<file path="src/rtl/config_loader_pkg.sv">
// Shared definitions for the configuration loader: frame sizing helpers and FSM states.
// Imported by the top and by the shadow register.
package config_loader_pkg;

  typedef enum logic [1:0] {
    ST_IDLE   = 2'd0,
    ST_LOAD   = 2'd1,
    ST_COMMIT = 2'd2
  } state_t;

  function automatic int calc_cbits(input int w, input int n_in, input int n_out);
    return w * (n_in + n_out);
  endfunction

  function automatic int calc_nwords(input int cbits, input int cw);
    return (cbits + cw - 1) / cw;
  endfunction

  // A single-word frame still needs a one-bit index so that port widths stay legal.
  function automatic int calc_idxw(input int nwords);
    return (nwords > 1) ? $clog2(nwords) : 1;
  endfunction

endpackage

</file>
<file path="src/rtl/config_shadow_reg.sv">
// CBITS-wide shadow register with word-indexed writes, clear, and commit to the output register.
// Bits of the last word that fall beyond CBITS are never stored.
module config_shadow_reg
  import config_loader_pkg::*;
#(
  parameter int CBITS = 30,
  parameter int CW    = 8,
  parameter int IDXW  = 2
) (
  input  logic             clk,
  input  logic             reset,
  input  logic             i_clr,
  input  logic             i_we,
  input  logic [IDXW-1:0]  i_idx,
  input  logic [CW-1:0]    i_data,
  input  logic             i_commit,
  output logic [CBITS-1:0] o_c
);

  logic [CBITS-1:0] r_shadow;
  logic [CBITS-1:0] r_c;
  logic [CBITS-1:0] w_sel;
  logic [CBITS-1:0] w_bit;

  // Each shadow bit knows statically which word and which word bit feed it.
  for (genvar b = 0; b < CBITS; b++) begin : g_bit
    localparam int K = b / CW;
    localparam int J = b % CW;
    assign w_sel[b] = i_we && (i_idx == IDXW'(K));
    assign w_bit[b] = i_data[J];
  end

  always_ff @(posedge clk) begin
    if (reset) begin
      r_shadow <= '0;
    end else if (i_clr) begin
      r_shadow <= '0;
    end else begin
      r_shadow <= (r_shadow & ~w_sel) | (w_bit & w_sel);
    end
  end

  always_ff @(posedge clk) begin
    if (reset) begin
      r_c <= '0;
    end else if (i_commit) begin
      r_c <= r_shadow;
    end
  end

  assign o_c = r_c;

endmodule

</file>
<file path="src/rtl/config_loader.sv">
// Streams a configuration frame of NWORDS words into a shadow register and commits it atomically to c.
// States:  IDLE   | waiting for cfg_start
//          LOAD   | accepting words, cfg_ready high
//          COMMIT | one cycle; c <= shadow on the exit edge
module config_loader
  import config_loader_pkg::*;
#(
  parameter  int W          = 6,
  parameter  int EXTDATAIN  = 2,
  parameter  int EXTDATAOUT = 3,
  parameter  int CW         = 8,
  localparam int CBITS      = calc_cbits(W, EXTDATAIN, EXTDATAOUT),
  localparam int NWORDS     = calc_nwords(CBITS, CW),
  localparam int IDXW       = calc_idxw(NWORDS)
) (
  input  logic             clk,
  input  logic             reset,
  input  logic             cfg_start,
  input  logic             cfg_valid,
  input  logic [CW-1:0]    cfg_data,
  output logic             cfg_ready,
  output logic [CBITS-1:0] c,
  output logic             busy,
  output logic             cfg_done
);

  state_t          r_state;
  state_t          w_state_nxt;
  logic [IDXW-1:0] r_cnt;
  logic [IDXW-1:0] w_cnt_nxt;
  logic            r_done;
  logic            w_clr;
  logic            w_we;
  logic            w_commit;

  always_ff @(posedge clk) begin
    if (reset) begin
      r_state <= ST_IDLE;
      r_cnt   <= '0;
      r_done  <= 1'b0;
    end else begin
      r_state <= w_state_nxt;
      r_cnt   <= w_cnt_nxt;
      r_done  <= w_commit;
    end
  end

  always_comb begin
    w_state_nxt = r_state;
    w_cnt_nxt   = r_cnt;
    w_clr       = 1'b0;
    w_we        = 1'b0;
    w_commit    = 1'b0;
    case (r_state)
      ST_IDLE: begin
        if (cfg_start) begin
          w_state_nxt = ST_LOAD;
          w_cnt_nxt   = '0;
          w_clr       = 1'b1;
        end
      end
      ST_LOAD: begin
        // A restart wins over a word arriving in the same cycle.
        if (cfg_start) begin
          w_cnt_nxt = '0;
          w_clr     = 1'b1;
        end else if (cfg_valid) begin
          w_we = 1'b1;
          if (r_cnt == IDXW'(NWORDS - 1)) begin
            w_state_nxt = ST_COMMIT;
            w_cnt_nxt   = '0;
          end else begin
            w_cnt_nxt = r_cnt + IDXW'(1);
          end
        end
      end
      ST_COMMIT: begin
        w_commit    = 1'b1;
        w_state_nxt = ST_IDLE;
      end
      default: begin
        w_state_nxt = ST_IDLE;
        w_cnt_nxt   = '0;
      end
    endcase
  end

  config_shadow_reg #(
    .CBITS (CBITS),
    .CW    (CW),
    .IDXW  (IDXW)
  ) u_shadow (
    .clk      (clk),
    .reset    (reset),
    .i_clr    (w_clr),
    .i_we     (w_we),
    .i_idx    (r_cnt),
    .i_data   (cfg_data),
    .i_commit (w_commit),
    .o_c      (c)
  );

  assign cfg_ready = (r_state == ST_LOAD);
  assign busy      = (r_state == ST_LOAD) || (r_state == ST_COMMIT);
  assign cfg_done  = r_done;

endmodule

</file>
<file path="config.mk">
export PLATFORM = sky130hd
export DESIGN_NAME = config_loader
export DESIGN_NICKNAME = d
export VERILOG_FILES = /design/src/rtl/config_loader_pkg.sv /design/src/rtl/config_shadow_reg.sv /design/src/rtl/config_loader.sv
export SDC_FILE = /design/constraint.sdc
export NUM_CORES = 1
export LEC_CHECK = 0
export BUFFER_PORTS_ARGS = -buffer_cell sky130_fd_sc_hd__buf_2
export CAP_MARGIN = 10
export CORE_ASPECT_RATIO = 0.5
export CORE_MARGIN = 2
export CORE_UTILIZATION = 58
export CTS_BUF_LIST = sky130_fd_sc_hd__clkbuf_8 sky130_fd_sc_hd__clkbuf_16
export CTS_CLUSTER_DIAMETER = 100
export DETAILED_ROUTE_END_ITERATION = 8
export GPL_ROUTABILITY_DRIVEN = 0
export GPL_TIMING_DRIVEN = 0
export PLACE_DENSITY = 0.83
export SLEW_MARGIN = 20
export SYNTH_ARGS = -nofsm -noshare
export SYNTH_HDL_FRONTEND = slang
export SYNTH_SLANG_ARGS = --single-unit
</file>
<file path="constraint.sdc">
create_clock -name clk -period 3.35 [get_ports clk]
set_input_delay 0.1675 -clock clk [delete_from_list [all_inputs] [get_ports clk]]
set_output_delay 0.1675 -clock clk [all_outputs]
set_load 0.03 [all_outputs]
</file>
* Yosys cells after proc, flatten, opt, wreduce, memory -nomap -nowiden
Cells that the tools add are included.
** Storage, ports and cells
- Output and inout bits :: 33
- Input bits :: 12
- Flip-flop bits (word level) :: 65
- Logic and storage cells :: 48
** Cells by class
- Multiplexer cells :: 16
- Eq/ne operators :: 10
- Bitwise operators :: 5
- Add/subtract/negate cells :: 1
- Reductions and logical operators :: 11
** Operator list (number)
- 30-bit bitwise AND :: 2
- 30-bit NOT :: 1
- 30-bit OR :: 1
- 2-bit two-way mux :: 8
- 2-bit == test, second input constant :: 3
- 1-bit two-way mux :: 6
- 2-bit != test, second input constant :: 3
- 2-bit one-hot mux with 3 select lines :: 1
- 2-bit by 1-bit == test with 1-bit output, second input constant :: 2
- 1-bit logical AND :: 4
- 2-bit logical NOT :: 2
- 2-bit one-hot mux with 2 select lines :: 1
- 4-bit AND reduction :: 1
- 2-bit OR reduction :: 2
- 3-bit != test, second input constant :: 1
- 3-bit AND reduction :: 1
- 2-bit by 1-bit adder with 2-bit output, second input constant :: 1
- 2-bit by 1-bit != test with 1-bit output, second input constant :: 1
- 1-bit logical OR :: 1
- 1-bit NOT :: 1

* Longest topological paths before layout
Gate-level depths: netlist (run 1).
- Depth in word-level cells :: 7
- Depth in mapped cells :: 7
- Gate-level depth less buffers :: 5

* By module
Synthesis (run 1) repeated with hierarchy kept, for this count alone.
** Second synthesis, totals
- Cells, all modules :: 246
- Area, all modules :: 2703.8 sq um
** By module, submodules not included
- config_shadow_reg :: area each 2396.0 sq um, instances 1, sequential area each 1201.2 sq um, cells each 212
- config_loader :: area each 307.8 sq um, instances 1, sequential area each 100.1 sq um, cells each 34

* Worst setup path after synthesis (run 1)
Ideal clock, no wire load.
- Kind :: flip-flop to flip-flop
- Start point :: reg r_state[1]
- End point :: reg (tool-made name)
- Setup time :: 128 ps
- Required time :: 3222 ps
- Arrival :: 1458 ps
- Path slack :: 1764 ps
- Cell stages (with the launch flop) :: 7
- Cell sequence :: dfxtp_1 inv_1 ha_1 buf_2 nand4b_2 mux2i_1 nor2_1
** RTL lines
- from (decl) :: line config_loader.sv:27 : state_t r_state;
- from (signal assigned) :: line config_loader.sv:42 : r_state <= w_state_nxt;

* Worst setup path after layout (run 1)
- Start point :: reg r_state[0]
- End point :: reg u_shadow.r_c[27] (netlist: u_shadow.o_c[27])
** On the way
- Cells in the longest elaborated chain, start to end :: 2
** Ends and longest elaborated chain
- 2-bit == test :: line config_loader.sv:54 : case (r_state)
- 1-bit two-way mux :: line config_loader.sv:54
- net u_shadow.i_commit :: line config_shadow_reg.sv:16 : input logic i_commit,
- to (signal assigned) :: line config_shadow_reg.sv:47 : r_c <= r_shadow;
- to (decl) :: line config_shadow_reg.sv:21 : logic [CBITS-1:0] r_c;
The timed path passes the listed nets, and every way through them passes these cells.
A chain may end at the register's enable or synchronous reset.

==> impl_metrics.sql, run 1 <==
INSERT INTO impl_metrics (metric_group, metric, value, unit) VALUES
('clocking', 'cts_hold_repair.buffers', '0', ''),
('global_routing', 'grt_overflow', '0', ''),
('finish', 'fin_nets', '340', ''),
('timing', 'grt_setup_unrepaired', 'false', ''),
('finish', 'antennaDiodeCount', '0', ''),
('detailed_routing', 'wl_per_cell', '15.1', 'µm'),
('setup_path', 'library_cell_contributing_the_largest_single_delay_on_the_critical_path', 'sky130_fd_sc_hd__buf_2', ''),
('yosys', 'synth_area_leaders', 'sky130_fd_sc_hd__dfxtp_1 52%, sky130_fd_sc_hd__mux2i_1 15%, sky130_fd_sc_hd__nand2_1 7.7%', ''),
('pwr', 'p_leak', '1.29', 'nW'),
('timing', 'max_freq', '586', 'MHz'),
('clocking', 'clkTransAtPathRegs', '0.07', 'ns'),
('setup_path', 'critical_path.endpoint_type', 'flip-flop', ''),
('floorplanning', 'die_boundary_width', '96.8', 'µm'),
('yosys', 'synthesis.nets', '287', ''),
('clocking', 'clock_tree.buffer_depth', '2', ''),
('yosys', 'avgSynthCellArea', '9.36', 'µm²'),
('setup_path', 'cp.required', '3.56', 'ns'),
('placed_design', 'dp.cells', '363', ''),
('timing', 'final.hold.worst_slack', '0.121', 'ns'),
('timing', 'share_of_the_clock_period_used_by_the_worst_path', '0.509', ''),
('finish', 'filler_cell_count', '279', ''),
('setup_path', 'critPathArrivalTime', '1.92', 'ns'),
('clocking', 'clock-root-buffer', 'sky130_fd_sc_hd__clkbuf_8', ''),
('floorplanning', 'rows', '16', ''),
('global_routing', 'grt_start_max_net_pins', '11', ''),
('finish', 'final_cells', '378', ''),
('setup_path', 'timing.setup.critical_path_class', 'reg2reg', ''),
('clocking', 'numCtsBuffers', '9', ''),
('global_routing', 'grt_use_total', '0.248', ''),
('detailed_routing', 'detail_route.wirelength', '5720', 'µm'),
('detailed_routing', 'drc', '0', ''),
('pwr', 'finalPower', '0.00189', 'W'),
('detailed_routing', 'avgViaCountPerCell', '5.39', ''),
('detailed_routing', 'first_iter_violations', '104', ''),
('placed_design', 'place.detailed.hpwl', '3990', 'µm'),
('pwr', 'worst_ir_drop_vdd', '0.379', 'mV'),
('setup_path', 'start_kind', 'flip-flop', ''),
('clocking', 'htreeDepth', '3', ''),
('timing', 'setup_violations', '0', ''),
('timing', 'timing_max_transition_violations_final', '0', ''),
('floorplanning', 'top_level_ports', '45', ''),
('timing', 'fin_ws', '1.64', 'ns'),
('hold_path', 'timing.hold.worst.class', 'in2reg', ''),
('finish', 'layout-area-overhead-vs-synth', '18.9', '%'),
('clocking', 'cts-resized-gates', '0', ''),
('global_routing', 'grt_pass1_vias', '1952', ''),
('clocking', 'clkSinkCount', '65', ''),
('timing', 'fin_worst_skew', '0.00672', 'ns'),
('pwr', 'power_per_cell_area', '634', 'mW/mm²'),
('yosys', 'seq_area_frac_synth', '0.521', ''),
('setup_path', 'crit_family', 'buffers and inverters', ''),
('yosys', 'syn_inst', '267', ''),
('setup_path', 'crit_fanout', '10', ''),
('detailed_routing', 'ant_nets', '0', ''),
('yosys', 'yosys_warnings', '0', ''),
('floorplanning', 'core_area', '0.00402', 'mm²'),
('run', 'max_cap_check_violation_count', '0', ''),
('timing', 'worst_pin_slew', '0.515', 'ns'),
('floorplanning', 'dieArea', '0.00488', 'mm²'),
('detailed_routing', 'detailroute.via_count', '2039', ''),
('run_status', 'outcome', 'complete, no violations', ''),
('timing', 'final-hold-violation-count', '0', ''),
('yosys', 'synth_area_leader_cell', 'sky130_fd_sc_hd__dfxtp_1', ''),
('yosys', 'yosys.cell_types.count', '22', ''),
('clocking', 'cts_tree', 'built', ''),
('timing', 'final.setup.tns', '0', 'ns'),
('floorplanning', 'die_h', '50.4', 'µm'),
('yosys', 'number_of_synthesized_register_bits', '65', ''),
('placed_design', 'io_buffer_count', '42', ''),
('detailed_routing', 'first_pass_iters', '4', ''),
('clocking', 'clkLatencyLatePin', '0.34', 'ns'),
('finish', 'layout-drive-gt1-share', '0.210', ''),
('placed_design', 'post-place-ws', '1.70', 'ns'),
('setup_path', 'worstPathBufferInverterCount', '3', ''),
('global_routing', 'antenna_violations_before_repair', '0', ''),
('floorplanning', 'start_util', '0.621', ''),
('setup_path', 'max_stage_delay', '0.38', 'ns'),
('global_routing', 'global_route_wire_length_before_repair', '9230', 'µm'),
('clocking', 'cts_setup_buffers', '0', ''),
('timing', 'slew-limit-headroom', '0.657', ''),
('yosys', 'synth_largest_type_area_fraction', '0.521', ''),
('yosys', 'syn-cell-area', '0.00250', 'mm²'),
('setup_path', 'series_of_cell_instances_along_the_critical_path', 'inv_1, ha_1, clkbuf_1, buf_2, mux2i_1, nor2_1', ''),
('timing', 'timing.final.crit_period', '1.71', 'ns');
-- cells in the final DEF, fill, tap and decap left out, drive strengths merged --
cell type / Yosys / layout
dfxtp: 65 / 65
buf: 10 / 52
nand2: 51 / 51
nor2: 39 / 39
mux2i: 37 / 37
a21oi: 24 / 24
clkbuf: 7 / 18
inv: 8 / 9
ha: 8 / 8
nand4b: 4 / 4
and4b: 3 / 3
nand2b: 3 / 3
a22o: 2 / 2
clkinv: 0 / 2
o21ai: 1 / 1
a221oi: 1 / 1
nor4: 1 / 1
a222oi: 1 / 1
a221o: 1 / 1
o211a: 1 / 1
bufinv: 0 / 1
-- cell type report --
class / instances / area, µm² / share of cell area
plain buffers: 17 / 82.6 / 0.0278
clock buffers: 11 / 151 / 0.0509
clock inverters: 4 / 43.8 / 0.0147
inverters: 8 / 30.0 / 0.0101
multi-input cells: 177 / 1090 / 0.365
flip-flops and latches: 65 / 1300 / 0.438
well taps: 54 / 67.6 / 0.0227
repair buffers: 42 / 210 / 0.0707
-- cells in the mapped netlist (all sizes together) --
master / number
nand2: 51
nor2: 39
nand4b: 4
o211a: 1
and4b: 3
clkbuf: 7
ha: 8
a222oi: 1
mux2i: 37
dfxtp: 65
a221o: 1
inv: 8
nand2b: 3
buf: 10
a22o: 2
o21ai: 1
a21oi: 24
nor4: 1
a221oi: 1
-- tightest hold or removal path, stage by stage --
cell and delay, ns:
sky130_fd_sc_hd__buf_2 0.13, sky130_fd_sc_hd__nand2_1 0.06, sky130_fd_sc_hd__a21oi_1 0.05
-- worst paths after layout --
check	slack, ns	depth (start not counted)	endpoint	from
max reg2reg	1.64	6	u_shadow.o_c[27]	r_state[0]
min	0.12	3	flip-flop	cfg_data[7]
max	1.64	6	u_shadow.o_c[27]	r_state[0]
min reg2reg	0.46	2	flip-flop	flip-flop
-- per-stage QoR --
step / area, µm² / util
2_1_floorplan: 2500 / -
3_3_place_gp: 2780 / 0.690
3_5_place_dp: 2780 / 0.690
4_1_cts: 2970 / 0.739
5_1_grt: 2970 / 0.739
6_report: 2970 / 0.739
-- routing by layer --
metal	wire length, µm	track usage
met5	0	0
met4	85	0.0962
met3	385	0.0836
met2	2730	0.433
met1	2520	0.288
-- power breakdown --
| part | total (W) | internal, W | switching, W |
|---|---|---|---|
| combinational | 0.000423 | 0.000152 | 0.000270 |
| clock | 0.000657 | 0.000375 | 0.000282 |
| sequential | 0.000805 | 0.000792 | 0.0000135 |
-- cell families (layout without fill, tap and decap cells) --
group | Yosys count | in the layout | share of synthesized area
buffers and inverters | 25 | 82 | 0.0450
AND/OR/NAND/NOR | 101 | 101 | 0.174
AO/OA/AOI/OAI | 31 | 31 | 0.0726
adder cells (fa/ha/maj) | 8 | 8 | 0.0400
flip-flops | 65 | 65 | 0.521
multiplexers | 37 | 37 | 0.148
Power figures use the tool's default switching activity.
==> run 2, diff against run 1 <==
--- a/config.mk
+++ b/config.mk
@@ -5,17 +5,18 @@
 export SDC_FILE = /design/constraint.sdc
 export NUM_CORES = 1
 export LEC_CHECK = 0
+export ABC_AREA = 1
 export BUFFER_PORTS_ARGS = -buffer_cell sky130_fd_sc_hd__buf_2
 export CAP_MARGIN = 10
 export CORE_ASPECT_RATIO = 0.5
 export CORE_MARGIN = 2
-export CORE_UTILIZATION = 58
+export CORE_UTILIZATION = 49
 export CTS_BUF_LIST = sky130_fd_sc_hd__clkbuf_8 sky130_fd_sc_hd__clkbuf_16
 export CTS_CLUSTER_DIAMETER = 100
 export DETAILED_ROUTE_END_ITERATION = 8
 export GPL_ROUTABILITY_DRIVEN = 0
 export GPL_TIMING_DRIVEN = 0
-export PLACE_DENSITY = 0.83
+export PLACE_DENSITY = 0.75
 export SLEW_MARGIN = 20
 export SYNTH_ARGS = -nofsm -noshare
 export SYNTH_HDL_FRONTEND = slang
==> constraint.sdc (replaced) <==
create_clock -name clk -period 1.4 [get_ports clk]
set_input_delay 0.07 -clock clk [delete_from_list [all_inputs] [get_ports clk]]
set_output_delay 0.07 -clock clk [all_outputs]
set_load 0.03 [all_outputs]
==> run 2 against run 1 <==
Net effect: the flow now finishes with violations (setup timing); critical path depth grew 3; first-iteration DRC count increased by 13%; clock skew down 0.00099 ns; via count grew 17%; maximum frequency rose by 15%; global-route usage decreased by 2.8 points; setup slack got worse by 1.7 ns; sequential power grew to 2.9 times the previous value; non-clock buffer count rose by 15; sequential share of layout area shrank 5.5 points; count of clock-buffer cells in the layout down 1; die area up 22%.
==> impl_metrics.sql, run 2 <==
INSERT INTO impl_metrics (metric_group, metric, value, unit) VALUES
('finish', 'fin_nets', '441', ''),
('floorplanning', 'die_h', '55.6', 'µm'),
('yosys', 'synthesis.nets', '373', ''),
('finish', 'layout-area-overhead-vs-synth', '30.4', '%'),
('pwr', 'power_per_cell_area', '1790', 'mW/mm²'),
('detailed_routing', 'drc', '0', ''),
('yosys', 'number_of_synthesized_register_bits', '65', ''),
('setup_path', 'timing.setup.critical_path_class', 'reg2reg', ''),
('yosys', 'synth_area_leader_cell', 'sky130_fd_sc_hd__dfxtp_1', ''),
('finish', 'layout-drive-gt1-share', '0.280', ''),
('clocking', 'clkTransAtPathRegs', '0.07', 'ns'),
('global_routing', 'grt_start_max_net_pins', '11', ''),
('global_routing', 'grt_overflow', '0', ''),
('yosys', 'synth-edff-count', '0', ''),
('global_routing', 'grt_pass1_vias', '2218', ''),
('yosys', 'syn_inst', '353', ''),
('clocking', 'numCtsBuffers', '9', ''),
('timing', 'worst_pin_slew', '0.424', 'ns'),
('yosys', 'yosys.cell_types.count', '15', ''),
('setup_path', 'crit_family', 'simple AND/OR/NAND/NOR gates', ''),
('setup_path', 'crit_fanout', '7', ''),
('run_status', 'outcome', 'finished with violations', ''),
('timing', 'timing_max_transition_violations_final', '0', ''),
('placed_design', 'dp.cells', '467', ''),
('setup_path', 'critical_path.endpoint_type', 'flip-flop', ''),
('pwr', 'p_leak', '1.75', 'nW'),
('setup_path', 'regToRegStartpoint', 'r_state[1]', ''),
('setup_path', 'cp.required', '1.67', 'ns'),
('clocking', 'clkLatencyLatePin', '0.33', 'ns'),
('detailed_routing', 'wl_per_cell', '13.5', 'µm'),
('detailed_routing', 'avgViaCountPerCell', '4.84', ''),
('clocking', 'cts_tree', 'built', ''),
('finish', 'final_cell_mix', '66 x sky130_fd_sc_hd__nand2_1, 63 x sky130_fd_sc_hd__dfxtp_1, 58 x sky130_fd_sc_hd__nor2_1, 45 x sky130_fd_sc_hd__buf_2, 43 x sky130_fd_sc_hd__inv_1', ''),
('finish', 'final_cells', '495', ''),
('yosys', 'synth.most_common_cell', 'sky130_fd_sc_hd__nor2_1', ''),
('floorplanning', 'dieArea', '0.00597', 'mm²'),
('floorplanning', 'start_util', '0.520', ''),
('yosys', 'yosys_warnings', '0', ''),
('yosys', 'netlist_top_cells_count', '76 x sky130_fd_sc_hd__nor2_1, 70 x sky130_fd_sc_hd__nand2_1, 65 x sky130_fd_sc_hd__dfxtp_1', ''),
('setup_path', 'library_cell_contributing_the_largest_single_delay_on_the_critical_path', 'sky130_fd_sc_hd__dfxtp_2', ''),
('setup_path', 'max_stage_delay', '0.34', 'ns'),
('global_routing', 'grt_use_total', '0.220', ''),
('setup_path', 'worstPathBufferInverterCount', '2', ''),
('floorplanning', 'core_area', '0.00502', 'mm²'),
('detailed_routing', 'first_iter_violations', '118', ''),
('timing', 'share_of_the_clock_period_used_by_the_worst_path', '1.06', ''),
('pwr', 'finalPower', '0.00611', 'W'),
('setup_path', 'series_of_cell_instances_along_the_critical_path', 'inv_4, ha_4, nand2_4, nor2_8, nand2_4, buf_6, nand2_2, nand2_1, nor2_1', ''),
('clocking', 'htreeDepth', '3', ''),
('hold_path', 'min_from', 'cfg_data[6]', ''),
('yosys', 'seq_area_frac_synth', '0.498', ''),
('detailed_routing', 'detailroute.via_count', '2394', ''),
('floorplanning', 'die_boundary_width', '107', 'µm'),
('floorplanning', 'rows', '18', ''),
('finish', 'final_design_area_no_fill', '0.00341', 'mm²'),
('clocking', 'clkSinkCount', '65', ''),
('detailed_routing', 'first_pass_iters', '4', ''),
('placed_design', 'place.detailed.hpwl', '4170', 'µm'),
('finish', 'most_common_cell_after_layout_fill_and_taps_aside', 'sky130_fd_sc_hd__nand2_1', ''),
('setup_path', 'critPathArrivalTime', '1.75', 'ns'),
('timing', 'fin_ws', '-0.0808', 'ns'),
('timing', 'fin_worst_skew', '0.00573', 'ns'),
('setup_path', 'library_cell_appearing_most_often_on_the_critical_path', 'sky130_fd_sc_hd__nand2_4', ''),
('yosys', 'synth_async_sr_flop_share', '0', ''),
('floorplanning', 'top_level_ports', '45', ''),
('detailed_routing', 'ant_nets', '0', ''),
('setup_path', 'timing.critical_path.from', 'r_state[1]', ''),
('run', 'max_cap_check_violation_count', '0', ''),
('timing', 'timing.final.crit_period', '1.48', 'ns'),
('timing', 'grt_setup_unrepaired', 'true', ''),
('yosys', 'synth_area_leaders', 'sky130_fd_sc_hd__dfxtp_1 50%, sky130_fd_sc_hd__nor2_1 11%, sky130_fd_sc_hd__nand2_1 10%', ''),
('run_status', 'violations', 'setup timing', ''),
('yosys', 'syn-cell-area', '0.00261', 'mm²'),
('yosys', 'synth_largest_type_area_fraction', '0.498', ''),
('timing', 'setup_violations', '12', ''),
('timing', 'final-hold-violation-count', '0', ''),
('placed_design', 'dpl-instance-area', '0.00293', 'mm²'),
('setup_path', 'start_kind', 'flip-flop', ''),
('timing', 'slew-limit-headroom', '0.717', ''),
('yosys', 'avgSynthCellArea', '7.40', 'µm²'),
('timing', 'max_freq', '675', 'MHz'),
('clocking', 'clock_tree.buffer_depth', '2', ''),
('placed_design', 'post-place-ws', '-0.249', 'ns'),
('detailed_routing', 'detail_route.wirelength', '6690', 'µm'),
('global_routing', 'global_route_wire_length_before_repair', '10100', 'µm'),
('placed_design', 'io_buffer_count', '44', ''),
('finish', 'antennaDiodeCount', '0', ''),
('hold_path', 'timing.hold.worst.class', 'in2reg', ''),
('global_routing', 'antenna_violations_before_repair', '0', ''),
('pwr', 'worst_ir_drop_vdd', '0.762', 'mV'),
('yosys', 'synth-main-ff-cell', 'sky130_fd_sc_hd__dfxtp_1', ''),
('clocking', 'clock-root-buffer', 'sky130_fd_sc_hd__clkbuf_8', '');
## run 2: power by group
part	switching, W	internal, W	leakage (nW)
clock network	0.000664	0.000661	0.0905
registers	0.000182	0.00219	0.529
logic	0.00162	0.000794	1.13
total	0.00246	0.00365	1.75
## run 2: per-stage QoR
step / hold slack, ns / utilization / setup TNS (ns)
global route: 0.0183 / 0.679 / -2.14
CTS: 0.0211 / 0.630 / -0.0000366
floorplan: 0.142 / - / 0
detailed placement: 0.279 / 0.584 / -11.55
global placement: 0.267 / 0.584 / -9.75
finish: 0.0214 / 0.679 / -0.299
## run 2: logic make-up after synthesis
| logic type | after synthesis | synth area share |
|---|---|---|
| compound gates | 63 | 0.121 |
| fa+ha+maj | 8 | 0.0383 |
| buf+inv | 61 | 0.101 |
| flops | 65 | 0.498 |
| simple gates | 156 | 0.243 |
## run 2: worst reg2reg max path: cells and delay by family (launching register included)
family	cells	cell delay (ns)
buf+inv	2	0.25
flops	1	0.34
simple gates	6	0.64
fa+ha+maj	1	0.18
## run 2: worst paths after layout
path / to / slack, ns / cells past startpoint
worst max-delay path: flip-flop / -0.08 / 9
worst min-delay path: flip-flop / 0.02 / 3
worst max register to register: flip-flop / -0.08 / 9
worst min register to register: u_shadow.o_c[18] / 0.45 / 2
## run 2: layout make-up
class	instances	area [µm²]
Buffer	16	129
Clock buffer	10	138
Timing Repair Buffer	58	363
Fill cell	405	1610
Sequential cell	65	1310
Inverter	44	168
Clock inverter	5	25.0
Tap cell	70	87.6
Multi-Input combinational cell	227	1190
## run 2: what timing repair did
| action | in CTS | in global routing |
|---|---|---|
| hold buffers | 2 | 0 |
| gates cloned | 1 | 5 |
| setup buffers | 0 | 6 |
| gates resized for setup | 21 | 49 |
| setup endpoints to repair | 63 | 48 |
| endpoints found under the hold margin | 2 | 0 |
| pin swaps | 1 | 11 |
## run 2: metal layers
layer | up-vias | share of wire | GRT usage
met5 | - | 0 | 0
met4 | 0 | 0.013 | 0.0705
met3 | 10 | 0.061 | 0.0738
met1 | 1114 | 0.45 | 0.274
met2 | 61 | 0.47 | 0.361
li1 | 1209 | - | -
==> run 3, diff against run 2 <==
--- a/config.mk
+++ b/config.mk
@@ -10,13 +10,13 @@
 export CAP_MARGIN = 10
 export CORE_ASPECT_RATIO = 0.5
 export CORE_MARGIN = 2
-export CORE_UTILIZATION = 49
+export CORE_UTILIZATION = 55
 export CTS_BUF_LIST = sky130_fd_sc_hd__clkbuf_8 sky130_fd_sc_hd__clkbuf_16
 export CTS_CLUSTER_DIAMETER = 100
 export DETAILED_ROUTE_END_ITERATION = 8
 export GPL_ROUTABILITY_DRIVEN = 0
 export GPL_TIMING_DRIVEN = 0
-export PLACE_DENSITY = 0.75
+export PLACE_DENSITY = 0.79
 export SLEW_MARGIN = 20
 export SYNTH_ARGS = -nofsm -noshare
 export SYNTH_HDL_FRONTEND = slang
==> constraint.sdc (replaced) <==
create_clock -name clk -period 1.5 [get_ports clk]
set_input_delay 0.075 -clock clk [delete_from_list [all_inputs] [get_ports clk]]
set_output_delay 0.075 -clock clk [all_outputs]
set_load 0.03 [all_outputs]
==> run 3 against run 2 <==
Net effect: design area down 6.5%; core utilization up 3.1 points; critical path type unchanged; critical path depth down 1; flip-flop and latch count unchanged; non-clock buffer count down 11; largest cell class unchanged; register-to-register slack better by 0.15 ns; the flow now finishes without violations; worst hold slack better by 0.013 ns; global-route usage up 2.3 points; total power down 7.0%.
==> impl_metrics.sql, run 3 (synthesis results as in run 2) <==
INSERT INTO impl_metrics (metric_group, metric, value, unit) VALUES
('run_status', 'outcome', 'complete, no violations', ''),
('clocking', 'clkLatencyLatePin', '0.34', 'ns'),
('finish', 'layout-drive-gt1-share', '0.213', ''),
('finish', 'filler_cell_count', '359', ''),
('timing', 'setup_violations', '0', ''),
('detailed_routing', 'first_pass_iters', '4', ''),
('placed_design', 'dpl-instance-area', '0.00292', 'mm²'),
('floorplanning', 'top_level_ports', '45', ''),
('setup_path', 'cp.required', '1.77', 'ns'),
('detailed_routing', 'first_iter_violations', '146', ''),
('setup_path', 'timing.setup.critical_path_class', 'reg2reg', ''),
('finish', 'layout-area-overhead-vs-synth', '21.9', '%'),
('setup_path', 'critical_path.endpoint_type', 'flip-flop', ''),
('finish', 'antennaDiodeCount', '0', ''),
('placed_design', 'post-place-ws', '-0.0611', 'ns'),
('hold_path', 'timing.hold.worst.class', 'in2reg', ''),
('floorplanning', 'core_area', '0.00449', 'mm²'),
('floorplanning', 'start_util', '0.582', ''),
('pwr', 'power_per_cell_area', '1780', 'mW/mm²'),
('timing', 'max_freq', '701', 'MHz'),
('global_routing', 'global_route.peak_usage_layer', 'met2', ''),
('timing', 'fin_ws', '0.0728', 'ns'),
('clocking', 'htreeDepth', '3', ''),
('finish', 'final_design_area_no_fill', '0.00319', 'mm²'),
('global_routing', 'grt_use_total', '0.243', ''),
('global_routing', 'grt_start_max_net_pins', '11', ''),
('run', 'max_cap_check_violation_count', '0', ''),
('finish', 'most_common_cell_after_layout_fill_and_taps_aside', 'sky130_fd_sc_hd__nor2_1', ''),
('detailed_routing', 'wl_per_cell', '12.5', 'µm'),
('timing', 'final-hold-violation-count', '0', ''),
('pwr', 'worst_ir_drop_vdd', '0.956', 'mV'),
('timing', 'worst_pin_slew', '0.385', 'ns'),
('clocking', 'clock_tree.buffer_depth', '2', ''),
('setup_path', 'start_kind', 'flip-flop', ''),
('pwr', 'p_leak', '1.70', 'nW'),
('floorplanning', 'die_h', '52.7', 'µm'),
('clocking', 'clkTransAtPathRegs', '0.07', 'ns'),
('setup_path', 'critPathArrivalTime', '1.69', 'ns'),
('global_routing', 'global_route.usage.met1', '0.300', ''),
('pwr', 'finalPower', '0.00568', 'W'),
('timing', 'share_of_the_clock_period_used_by_the_worst_path', '0.951', ''),
('floorplanning', 'die_boundary_width', '101', 'µm'),
('global_routing', 'antenna_violations_before_repair', '0', ''),
('placed_design', 'place.detailed.hpwl', '4290', 'µm'),
('timing', 'grt_setup_unrepaired', 'true', ''),
('detailed_routing', 'avgViaCountPerCell', '4.91', ''),
('global_routing', 'global_route_wire_length_before_repair', '9650', 'µm'),
('timing', 'final.hold.worst_slack', '0.0344', 'ns'),
('floorplanning', 'dieArea', '0.00535', 'mm²'),
('placed_design', 'io_buffer_count', '44', ''),
('timing', 'slew-limit-headroom', '0.744', ''),
('global_routing', 'global_route.usage.met3', '0.0747', ''),
('detailed_routing', 'ant_nets', '0', ''),
('detailed_routing', 'detailroute.via_count', '2358', ''),
('setup_path', 'crit_fanout', '10', ''),
('floorplanning', 'rows', '17', ''),
('detailed_routing', 'drc', '0', ''),
('clocking', 'numCtsBuffers', '9', ''),
('timing', 'final.setup.tns', '0', 'ns'),
('timing', 'timing.final.crit_period', '1.43', 'ns'),
('clocking', 'clock-root-buffer', 'sky130_fd_sc_hd__clkbuf_8', ''),
('global_routing', 'grt_pass1_vias', '2175', ''),
('timing', 'fin_worst_skew', '0.00588', 'ns'),
('finish', 'fin_nets', '430', ''),
('clocking', 'clkSinkCount', '65', ''),
('detailed_routing', 'detail_route.wirelength', '6000', 'µm'),
('clocking', 'cts_tree', 'built', ''),
('global_routing', 'grt_util_met2', '0.404', ''),
('timing', 'timing_max_transition_violations_final', '0', ''),
('global_routing', 'grt_overflow', '0', ''),
('finish', 'final_cell_mix', '75 x sky130_fd_sc_hd__nor2_1, 70 x sky130_fd_sc_hd__nand2_1, 63 x sky130_fd_sc_hd__dfxtp_1, 45 x sky130_fd_sc_hd__buf_2, 42 x sky130_fd_sc_hd__inv_1', '');
## run 3: changes by cell type in the layout (fill, tap and decap cells not counted), sizes merged
cell         delta
clkinvlp        -1
buf            -10
dlygate4sd3     -1
inv             -1
bufinv          +1
clkbuf          +1
## run 3: final timing paths
check | endpoint | slack [ns] | cells after the start | from
min | flip-flop | 0.03 | 3 | cfg_data[6]
max reg2reg | flip-flop | 0.07 | 8 | r_state[1]
min reg2reg | u_shadow.o_c[21] | 0.46 | 2 | flip-flop
max | flip-flop | 0.07 | 8 | r_state[1]
## run 3: layer usage
metal,part of all wire,wire (µm),vias up
li1,-,-,1189
met1,0.46,2760,1087
met2,0.46,2780,66
met3,0.052,315,16
met4,0.025,148,0
met5,0,0,-
## run 3: area by class of cell
| cell class | count | area (µm²) | area share |
|---|---|---|---|
| Sequential cell | 65 | 1310 | 0.410 |
| Clock inverter | 4 | 43.8 | 0.0137 |
| Multi-Input combinational cell | 227 | 1080 | 0.339 |
| Timing Repair Buffer | 47 | 243 | 0.0762 |
| Clock buffer | 11 | 151 | 0.0475 |
| Buffer | 16 | 113 | 0.0353 |
| Inverter | 44 | 168 | 0.0526 |
| Tap cell | 66 | 82.6 | 0.0259 |
## run 3: report_power, final
| group | internal (W) | switching, W | total [W] |
|---|---|---|---|
| combinational | 0.000619 | 0.00138 | 0.00200 |
| clock | 0.000837 | 0.000630 | 0.00147 |
| sequential | 0.00204 | 0.000163 | 0.00221 |
| total | 0.00350 | 0.00218 | 0.00568 |
## run 3: timing repair
item                                    CTS  global route
gates resized for setup                   8            15
buffers inserted                          0             1
hold endpoints to repair                  1             0
hold buffers                              1             0
endpoints found under the setup margin   60            62
cloned                                    0             1
pin swaps                                 0             4
## run 3: per-stage QoR
stage                     cells   util
final                       480  0.710
after global routing        480  0.710
after CTS                   479  0.699
after detailed placement    463  0.650
after global placement      463  0.650
after floorplan             353      -
## run 3: worst max-delay path, stage by stage, from the launching register on
cell	delay (ns)
sky130_fd_sc_hd__dfxtp_2	0.36
sky130_fd_sc_hd__inv_4	0.06
sky130_fd_sc_hd__ha_2	0.17
sky130_fd_sc_hd__nor2_1	0.10
sky130_fd_sc_hd__nor2_1	0.06
sky130_fd_sc_hd__nor2_2	0.21
sky130_fd_sc_hd__buf_4	0.22
sky130_fd_sc_hd__nand2_1	0.07
sky130_fd_sc_hd__nor2_1	0.10
